[src/rtl/cp0_ctrl_if.sv]
// CP0 controller bus: M-stage control, MTC0/MFC0 access, interrupt lines and trap outputs.
// The master drives the pipeline side; the slave is the CP0 controller.
interface cp0_ctrl_if #(
  parameter int unsigned HW_INT_NUM = 6
);
  logic                  mtc0_en;
  logic [4:0]            addr;
  logic [31:0]           wdata;
  logic [31:0]           pc_M;
  logic [31:0]           badvaddr_M;
  logic [4:0]            exc_code;
  logic                  bd;
  logic                  eret;
  logic [HW_INT_NUM-1:0] hw_int;
  logic                  req;
  logic [31:0]           epc;
  logic [31:0]           rdata;
  logic                  timer_int;

  modport master (
    output mtc0_en, addr, wdata, pc_M, badvaddr_M, exc_code, bd, eret, hw_int,
    input  req, epc, rdata, timer_int
  );

  modport slave (
    input  mtc0_en, addr, wdata, pc_M, badvaddr_M, exc_code, bd, eret, hw_int,
    output req, epc, rdata, timer_int
  );
endinterface

[src/rtl/cp0_ctrl.sv]
// Coprocessor-0 controller beside the M stage: Status/Cause/EPC/BadVAddr/Count/Compare/PRId,
// interrupt vs. exception arbitration and the pipeline flush request.
module cp0_ctrl #(
  parameter int unsigned HW_INT_NUM = 6,
  parameter int unsigned COUNT_DIV  = 2,
  parameter int unsigned TIMER_IP   = 7,
  parameter logic [31:0] PRID       = 32'h0000_4220
) (
  input logic        clk,
  input logic        reset,
  cp0_ctrl_if.slave  bus
);

  localparam logic [4:0] AddrBadVAddr = 5'd8;
  localparam logic [4:0] AddrCount    = 5'd9;
  localparam logic [4:0] AddrCompare  = 5'd11;
  localparam logic [4:0] AddrStatus   = 5'd12;
  localparam logic [4:0] AddrCause    = 5'd13;
  localparam logic [4:0] AddrEpc      = 5'd14;
  localparam logic [4:0] AddrPrid     = 5'd15;
  localparam logic [4:0] ExcAdEL      = 5'd4;
  localparam logic [4:0] ExcAdES      = 5'd5;
  localparam logic [4:0] PrescMax     = 5'(COUNT_DIV - 1);
  localparam logic [2:0] TimerBit     = 3'(TIMER_IP);

  logic [HW_INT_NUM-1:0] r_sync1;
  logic [HW_INT_NUM-1:0] r_sync2;
  logic                  r_ie;
  logic                  r_exl;
  logic [7:0]            r_im;
  logic [1:0]            r_ip_sw;
  logic                  r_bd;
  logic                  r_ti;
  logic [4:0]            r_exc_code;
  logic [31:0]           r_epc;
  logic [31:0]           r_badvaddr;
  logic [31:0]           r_count;
  logic [31:0]           r_compare;
  logic [4:0]            r_presc;

  logic [5:0]  w_hw_ext;
  logic [7:0]  w_ip;
  logic        w_int_req;
  logic        w_exc_req;
  logic        w_req;
  logic        w_wr;
  logic        w_wr_count;
  logic        w_wr_compare;
  logic        w_wr_status;
  logic        w_wr_cause;
  logic        w_wr_epc;
  logic        w_tick;
  logic [31:0] w_count_inc;
  logic        w_ti_set;
  logic        w_addr_err;
  logic [31:0] w_status;
  logic [31:0] w_cause;
  logic [31:0] w_rdata;

  assign w_hw_ext = 6'(r_sync2);

  always_comb begin
    w_ip           = {w_hw_ext, r_ip_sw};
    w_ip[TimerBit] = w_ip[TimerBit] | r_ti;
  end

  // Interrupts outrank exceptions; nothing is taken while EXL is set.
  assign w_int_req = (|(w_ip & r_im)) & r_ie & ~r_exl;
  assign w_exc_req = (bus.exc_code != 5'd0) & ~w_int_req & ~r_exl;
  assign w_req     = w_int_req | w_exc_req;

  assign w_wr         = bus.mtc0_en & ~w_req;
  assign w_wr_count   = w_wr & (bus.addr == AddrCount);
  assign w_wr_compare = w_wr & (bus.addr == AddrCompare);
  assign w_wr_status  = w_wr & (bus.addr == AddrStatus);
  assign w_wr_cause   = w_wr & (bus.addr == AddrCause);
  assign w_wr_epc     = w_wr & (bus.addr == AddrEpc);

  assign w_tick      = (r_presc == PrescMax);
  assign w_count_inc = r_count + 32'd1;
  // Only an increment landing on Compare raises TI; a write that creates equality does not.
  assign w_ti_set    = w_tick & ~w_wr_count & (w_count_inc == r_compare);
  assign w_addr_err  = w_exc_req & ((bus.exc_code == ExcAdEL) | (bus.exc_code == ExcAdES));

  assign w_status = {9'b0, 1'b1, 6'b0, r_im, 6'b0, r_exl, r_ie};
  assign w_cause  = {r_bd, r_ti, 14'b0, w_ip, 1'b0, r_exc_code, 2'b0};

  always_comb begin
    w_rdata = 32'h0;
    case (bus.addr)
      AddrBadVAddr: w_rdata = r_badvaddr;
      AddrCount:    w_rdata = r_count;
      AddrCompare:  w_rdata = r_compare;
      AddrStatus:   w_rdata = w_status;
      AddrCause:    w_rdata = w_cause;
      AddrEpc:      w_rdata = r_epc;
      AddrPrid:     w_rdata = PRID;
      default:      w_rdata = 32'h0;
    endcase
  end

  always_ff @(posedge clk or posedge reset) begin
    if (reset) begin
      r_sync1 <= '0;
      r_sync2 <= '0;
    end else begin
      r_sync1 <= bus.hw_int;
      r_sync2 <= r_sync1;
    end
  end

  always_ff @(posedge clk or posedge reset) begin
    if (reset) begin
      r_exl      <= 1'b0;
      r_ie       <= 1'b0;
      r_im       <= 8'h00;
      r_ip_sw    <= 2'b00;
      r_bd       <= 1'b0;
      r_exc_code <= 5'd0;
      r_epc      <= 32'h0;
    end else begin
      if (w_req) begin
        r_exl      <= 1'b1;
        r_bd       <= bus.bd;
        r_epc      <= bus.bd ? (bus.pc_M - 32'd4) : bus.pc_M;
        r_exc_code <= w_int_req ? 5'd0 : bus.exc_code;
      end else begin
        if (bus.eret) begin
          r_exl <= 1'b0;
        end else if (w_wr_status) begin
          r_exl <= bus.wdata[1];
        end
        if (w_wr_epc) begin
          r_epc <= bus.wdata;
        end
      end
      if (w_wr_status) begin
        r_ie <= bus.wdata[0];
        r_im <= bus.wdata[15:8];
      end
      if (w_wr_cause) begin
        r_ip_sw <= bus.wdata[9:8];
      end
    end
  end

  always_ff @(posedge clk or posedge reset) begin
    if (reset) begin
      r_badvaddr <= 32'h0;
    end else if (w_addr_err) begin
      // A misaligned fetch address is the faulting one; otherwise the data address.
      r_badvaddr <= (bus.pc_M[1:0] != 2'b00) ? bus.pc_M : bus.badvaddr_M;
    end
  end

  always_ff @(posedge clk or posedge reset) begin
    if (reset) begin
      r_count   <= 32'h0;
      r_presc   <= 5'd0;
      r_compare <= 32'h0;
      r_ti      <= 1'b0;
    end else begin
      if (w_wr_count) begin
        r_count <= bus.wdata;
        r_presc <= 5'd0;
      end else if (w_tick) begin
        r_count <= w_count_inc;
        r_presc <= 5'd0;
      end else begin
        r_presc <= r_presc + 5'd1;
      end
      if (w_wr_compare) begin
        r_compare <= bus.wdata;
        r_ti      <= 1'b0;
      end else if (w_ti_set) begin
        r_ti <= 1'b1;
      end
    end
  end

  assign bus.req       = w_req;
  assign bus.epc       = r_epc;
  assign bus.rdata     = w_rdata;
  assign bus.timer_int = r_ti;

endmodule

[src/flat_wrapper.sv]
// flat-port wrapper written by rule: the top's interface ports become plain ports
module cp0_ctrl_flat 
#(
  parameter int unsigned HW_INT_NUM = 6,
  parameter int unsigned COUNT_DIV  = 2,
  parameter int unsigned TIMER_IP   = 7,
  parameter logic [31:0] PRID       = 32'h0000_4220
)
  (clk, reset, bus_mtc0_en, bus_addr, bus_wdata, bus_pc_M, bus_badvaddr_M, bus_exc_code, bus_bd, bus_eret, bus_hw_int, bus_req, bus_epc, bus_rdata, bus_timer_int);
  cp0_ctrl_if #(.HW_INT_NUM(HW_INT_NUM)) bus_i ();
  input logic clk;
  input logic reset;
  input wire logic [$bits(bus_i.mtc0_en)-1:0] bus_mtc0_en;
  input wire logic [$bits(bus_i.addr)-1:0] bus_addr;
  input wire logic [$bits(bus_i.wdata)-1:0] bus_wdata;
  input wire logic [$bits(bus_i.pc_M)-1:0] bus_pc_M;
  input wire logic [$bits(bus_i.badvaddr_M)-1:0] bus_badvaddr_M;
  input wire logic [$bits(bus_i.exc_code)-1:0] bus_exc_code;
  input wire logic [$bits(bus_i.bd)-1:0] bus_bd;
  input wire logic [$bits(bus_i.eret)-1:0] bus_eret;
  input wire logic [$bits(bus_i.hw_int)-1:0] bus_hw_int;
  output wire logic [$bits(bus_i.req)-1:0] bus_req;
  output wire logic [$bits(bus_i.epc)-1:0] bus_epc;
  output wire logic [$bits(bus_i.rdata)-1:0] bus_rdata;
  output wire logic [$bits(bus_i.timer_int)-1:0] bus_timer_int;
  assign bus_i.mtc0_en = bus_mtc0_en;
  assign bus_i.addr = bus_addr;
  assign bus_i.wdata = bus_wdata;
  assign bus_i.pc_M = bus_pc_M;
  assign bus_i.badvaddr_M = bus_badvaddr_M;
  assign bus_i.exc_code = bus_exc_code;
  assign bus_i.bd = bus_bd;
  assign bus_i.eret = bus_eret;
  assign bus_i.hw_int = bus_hw_int;
  assign bus_req = bus_i.req;
  assign bus_epc = bus_i.epc;
  assign bus_rdata = bus_i.rdata;
  assign bus_timer_int = bus_i.timer_int;
  cp0_ctrl #(.HW_INT_NUM(HW_INT_NUM), .COUNT_DIV(COUNT_DIV), .TIMER_IP(TIMER_IP), .PRID(PRID)) u_core (.clk(clk), .reset(reset), .bus(bus_i));
endmodule
[config.mk]
export PLATFORM = sky130hd
export DESIGN_NAME = cp0_ctrl_flat
export DESIGN_NICKNAME = d
export VERILOG_FILES = /design/src/rtl/cp0_ctrl_if.sv /design/src/rtl/cp0_ctrl.sv /design/src/flat_wrapper.sv
export SDC_FILE = /design/constraint.sdc
export NUM_CORES = 1
export LEC_CHECK = 0
export ABC_AREA = 1
export CAP_MARGIN = 10
export CORE_ASPECT_RATIO = 1.4
export CORE_MARGIN = 2
export CORE_UTILIZATION = 58
export DETAILED_ROUTE_END_ITERATION = 16
export GPL_ROUTABILITY_DRIVEN = 1
export MAX_ROUTING_LAYER = met4
export PLACE_DENSITY_LB_ADDON = 0.15
export SYNTH_ARGS = -nofsm -noshare
export SYNTH_HDL_FRONTEND = slang
export SYNTH_SLANG_ARGS = --single-unit
export TNS_END_PERCENT = 20
[constraint.sdc]
create_clock -name clk -period 12.3 [get_ports clk]
set_clock_uncertainty 0.2 [all_clocks]
set_input_delay 2.46 -clock clk [delete_from_list [all_inputs] [get_ports clk]]
set_output_delay 2.46 -clock clk [all_outputs]
set_load 0.01 [all_outputs]
==> run_results.csv <==
group,metric,value,unit
outcome,status,"finished clean",
layout,n_antenna_cell,0,
drt,dr.pass1.iters,7,
layout,area_growth,24.8,%
drt,wl,35.8,mm
drt,drc,0,
critical_path,cp_slowest_cell,"clkinv_1",
critical_path,path_class,"in -> out",
drt,vias_per_cell,5.86,
critical_path,cp.required,9.64,ns
drt,routedWlPerCell,19.2,um
pwr,ir_drop,0.000109,V
critical_path,startpoint_type,"input port",
clock_network,cts_buffers,17,
clock_network,htree_levels,4,
pwr,leakagePower,5.74,nW
timing,min_period,8.12,ns
global_routing,grt_pass1_wl,55.4,mm
drt,ant_nets,0,
global_routing,grt_max_degree,114,
clock_network,clk_pin_slew,0.06,ns
die,io_pins,183,
drt,vias,10900,
critical_path,crit_fanout,19,
critical_path,cp_top_family,"buffers and inverters",
die,die_w,116,um
synth,syn_inst,1461,
critical_path,crit_path_frequent_cell,"clkdlybuf4s50_1",
timing,drv_slew,0,
die,die_area,18700,sq um
clock_network,postCtsHoldBufs,0,
clock_network,clkLatencyLatePin,0.43,ns
clock_network,clock_sinks,164,
timing,setup_viol,0,
timing,fin_tns_setup,0,ns
clock_network,post_cts_buffers,0,
global_routing,grt_usage,40.1,%
clock_network,cts-root-buf,"clkbuf_16",
timing,min_period_over_period,66.0,%
layout,final_cell_area,12800,sq um
drt,drt_iter0_drc,1531,
critical_path,path_cells,"clkdlybuf4s50_1 -> inv_1 -> nand2_1 -> clkinv_1 -> a221oi_1 -> o21ai_0 -> clkdlybuf4s50_1",
layout,drive_above_1_share,5.58,%
min_path,hp-class,"reg -> reg",
critical_path,slowest_delay,0.73,ns
die,die_h,161,um
placed_design,hpwlAfterDp,27.2,mm
synth,ys_types,40,
timing,hold_viol,0,
placed_design,numPortBuffers,182,
critical_path,critPathArrivalTime,5.46,ns
die,row_count,57,
timing,max_slew.worst_pin.slew,1.03,ns
flow_run,drv_cap,0,
die,start_util,59.0,%
clock_network,clk_path_buf_depth,2,
die,core,17300,sq um
synth,syn-num-nets,1582,
synth,syn_area_per_cell,7.00,sq um
clock_network,cts_resized,0,
pwr,powerDensity,197,nW/um^2
global_routing,antenna_found_initial,0,
synth,synth-seq-cells,164,
global_routing,grt_overflow,0,
critical_path,end_kind,"output port",
synth,synth_area,10200,sq um
timing,grt_setup_unrepaired,"false",
timing,fmax,123,MHz
placed_design,gp_congestion,1.01,
synth,yosysWarnings,0,
clock_network,cts_tree,"built",
timing,relSlewSlack,31.6,%
placed_design,place_area,12200,sq um
layout,nets,1740,
synth,yosysSeqAreaShare,40.1,%
global_routing,grt_pass1_vias,10300,
critical_path,critPathBufInv,4,
## synth_stat cells (all sizes together)
library cell  count  share of area (%)
ha                4               0.49
clkbuf           33                1.2
o21a             19                1.4
o31ai             2               0.15
inv             196                7.2
a22oi             4               0.29
mux2              7               0.77
nand2           442                 16
dfrtp           164                 40
xnor2             3               0.26
or2               6               0.37
a211o             3               0.26
o21ai           156                7.6
a22o              3               0.26
xor2             26                2.2
nor3              9               0.60
o211ai           44                3.2
nand4            11               0.67
a21oi            30                1.5
nand3           105                5.2
o22ai            24                1.5
o2111ai           6               0.51
clkinv            1              0.037
nand3b            1              0.073
nor2            129                5.5
a41oi             1              0.086
nor4              2               0.12
a221oi           11               0.94
buf              19                1.1
## per-layer routing
layer  routed length [um]  part of all wire [%]  global-route usage, %  vias up
met5                    0                     0                      -        -
met4                 1450                   4.0                   15.6        0
met3                 3920                    11                   8.71      109
met2                16400                    46                   60.0      690
met1                14000                    39                   53.2     5055
li1                     -                     -                      -     5081
## layout by cell type (no fill, tap or decap), types with 6 or more instances in the layout
master,Yosys,routed
a21oi_1,29,29
a221oi_1,11,11
buf_4,5,9
clkbuf_16,0,17
clkdlybuf4s50_1,0,182
dfrtp_1,164,164
inv_1,190,189
inv_2,6,6
mux2_2,7,7
nand2_1,435,435
nand2_2,7,7
nand3_1,104,104
nand4_1,11,11
nor2_1,110,109
nor2_2,12,12
nor2_4,7,8
nor3_1,7,7
o2111ai_1,6,6
o211ai_1,44,44
o21a_1,19,19
o21ai_0,152,152
o22ai_1,24,24
or2_2,6,6
xor2_1,26,26
## worst paths after layout
| path | start | cells after the start | slack, ns | end |
|---|---|---|---|---|
| hold / removal | u_core.r_sync1[3] | 0 | 0.16 | u_core.r_sync2[3] |
| setup reg to reg | u_core.bus.timer_int | 15 | 8.72 | u_core.r_compare[16] |
| setup / recovery | bus_addr[0] | 7 | 4.18 | bus_rdata[30] |
| min in group asynchronous | reset | 2 | 2.44 | u_core.r_badvaddr[3] |
| max in group asynchronous | reset | 3 | 8.18 | u_core.r_compare[31] |
| hold reg to reg | u_core.r_sync1[3] | 0 | 0.16 | u_core.r_sync2[3] |
## logic make-up (layout without fill, tap and decap cells)
kind of cell | Yosys count | count (layout) | share of synthesized area, %
simple gates | 705 | 705 | 28.9
compound gates | 303 | 303 | 17.7
buf+inv | 249 | 419 | 9.50
flops | 164 | 164 | 40.1
xor+xnor | 29 | 29 | 2.48
mux | 7 | 7 | 0.770
fa+ha+maj | 4 | 4 | 0.489
## metrics by stage
| stage | hold WS [ns] | setup WS, ns | power [mW] | cells | util (%) |
|---|---|---|---|---|---|
| 2_1_floorplan | 0.131 | 5.21 | 1.53 | 1461 | - |
| 3_3_place_gp | 0.135 | 4.37 | 1.94 | 1836 | 70.5 |
| 3_5_place_dp | 0.141 | 4.28 | 1.97 | 1836 | 70.5 |
| 4_1_cts | 0.156 | 4.30 | 2.48 | 1867 | 73.7 |
| 5_1_grt | 0.159 | 4.04 | 2.66 | 1867 | 73.7 |
| 6_report | 0.158 | 4.18 | 2.51 | 1867 | 73.7 |
## where the power goes
group | internal (mW) | switching (mW) | total, mW
Clock | 0.288 | 0.227 | 0.515
Sequential | 0.767 | 0.214 | 0.981
Combinational | 0.406 | 0.611 | 1.02
## flip-flops by register name (all words and copies together) (netlist names)
| register | count |
|---|---|
| u_core.bus.epc | 32 |
| u_core.bus.timer_int | 1 |
| u_core.r_badvaddr | 32 |
| u_core.r_bd | 1 |
| u_core.r_compare | 32 |
| u_core.r_count | 32 |
| u_core.r_exc_code | 5 |
| u_core.r_exl | 1 |
| u_core.r_ie | 1 |
| u_core.r_im | 8 |
| u_core.r_ip_sw | 2 |
| u_core.r_presc | 5 |
| u_core.r_sync1 | 6 |
| u_core.r_sync2 | 6 |
## final cells by class
cell class | count | area (sq um)
inverter | 197 | 744
multi-input combinational | 1048 | 5180
timing repair buffer | 191 | 1890
sequential | 164 | 4100
fill | 1410 | 4560
tap | 236 | 295
clock inverter | 11 | 101
clock buffer | 20 | 457
Power figures use the tool's default switching activity.
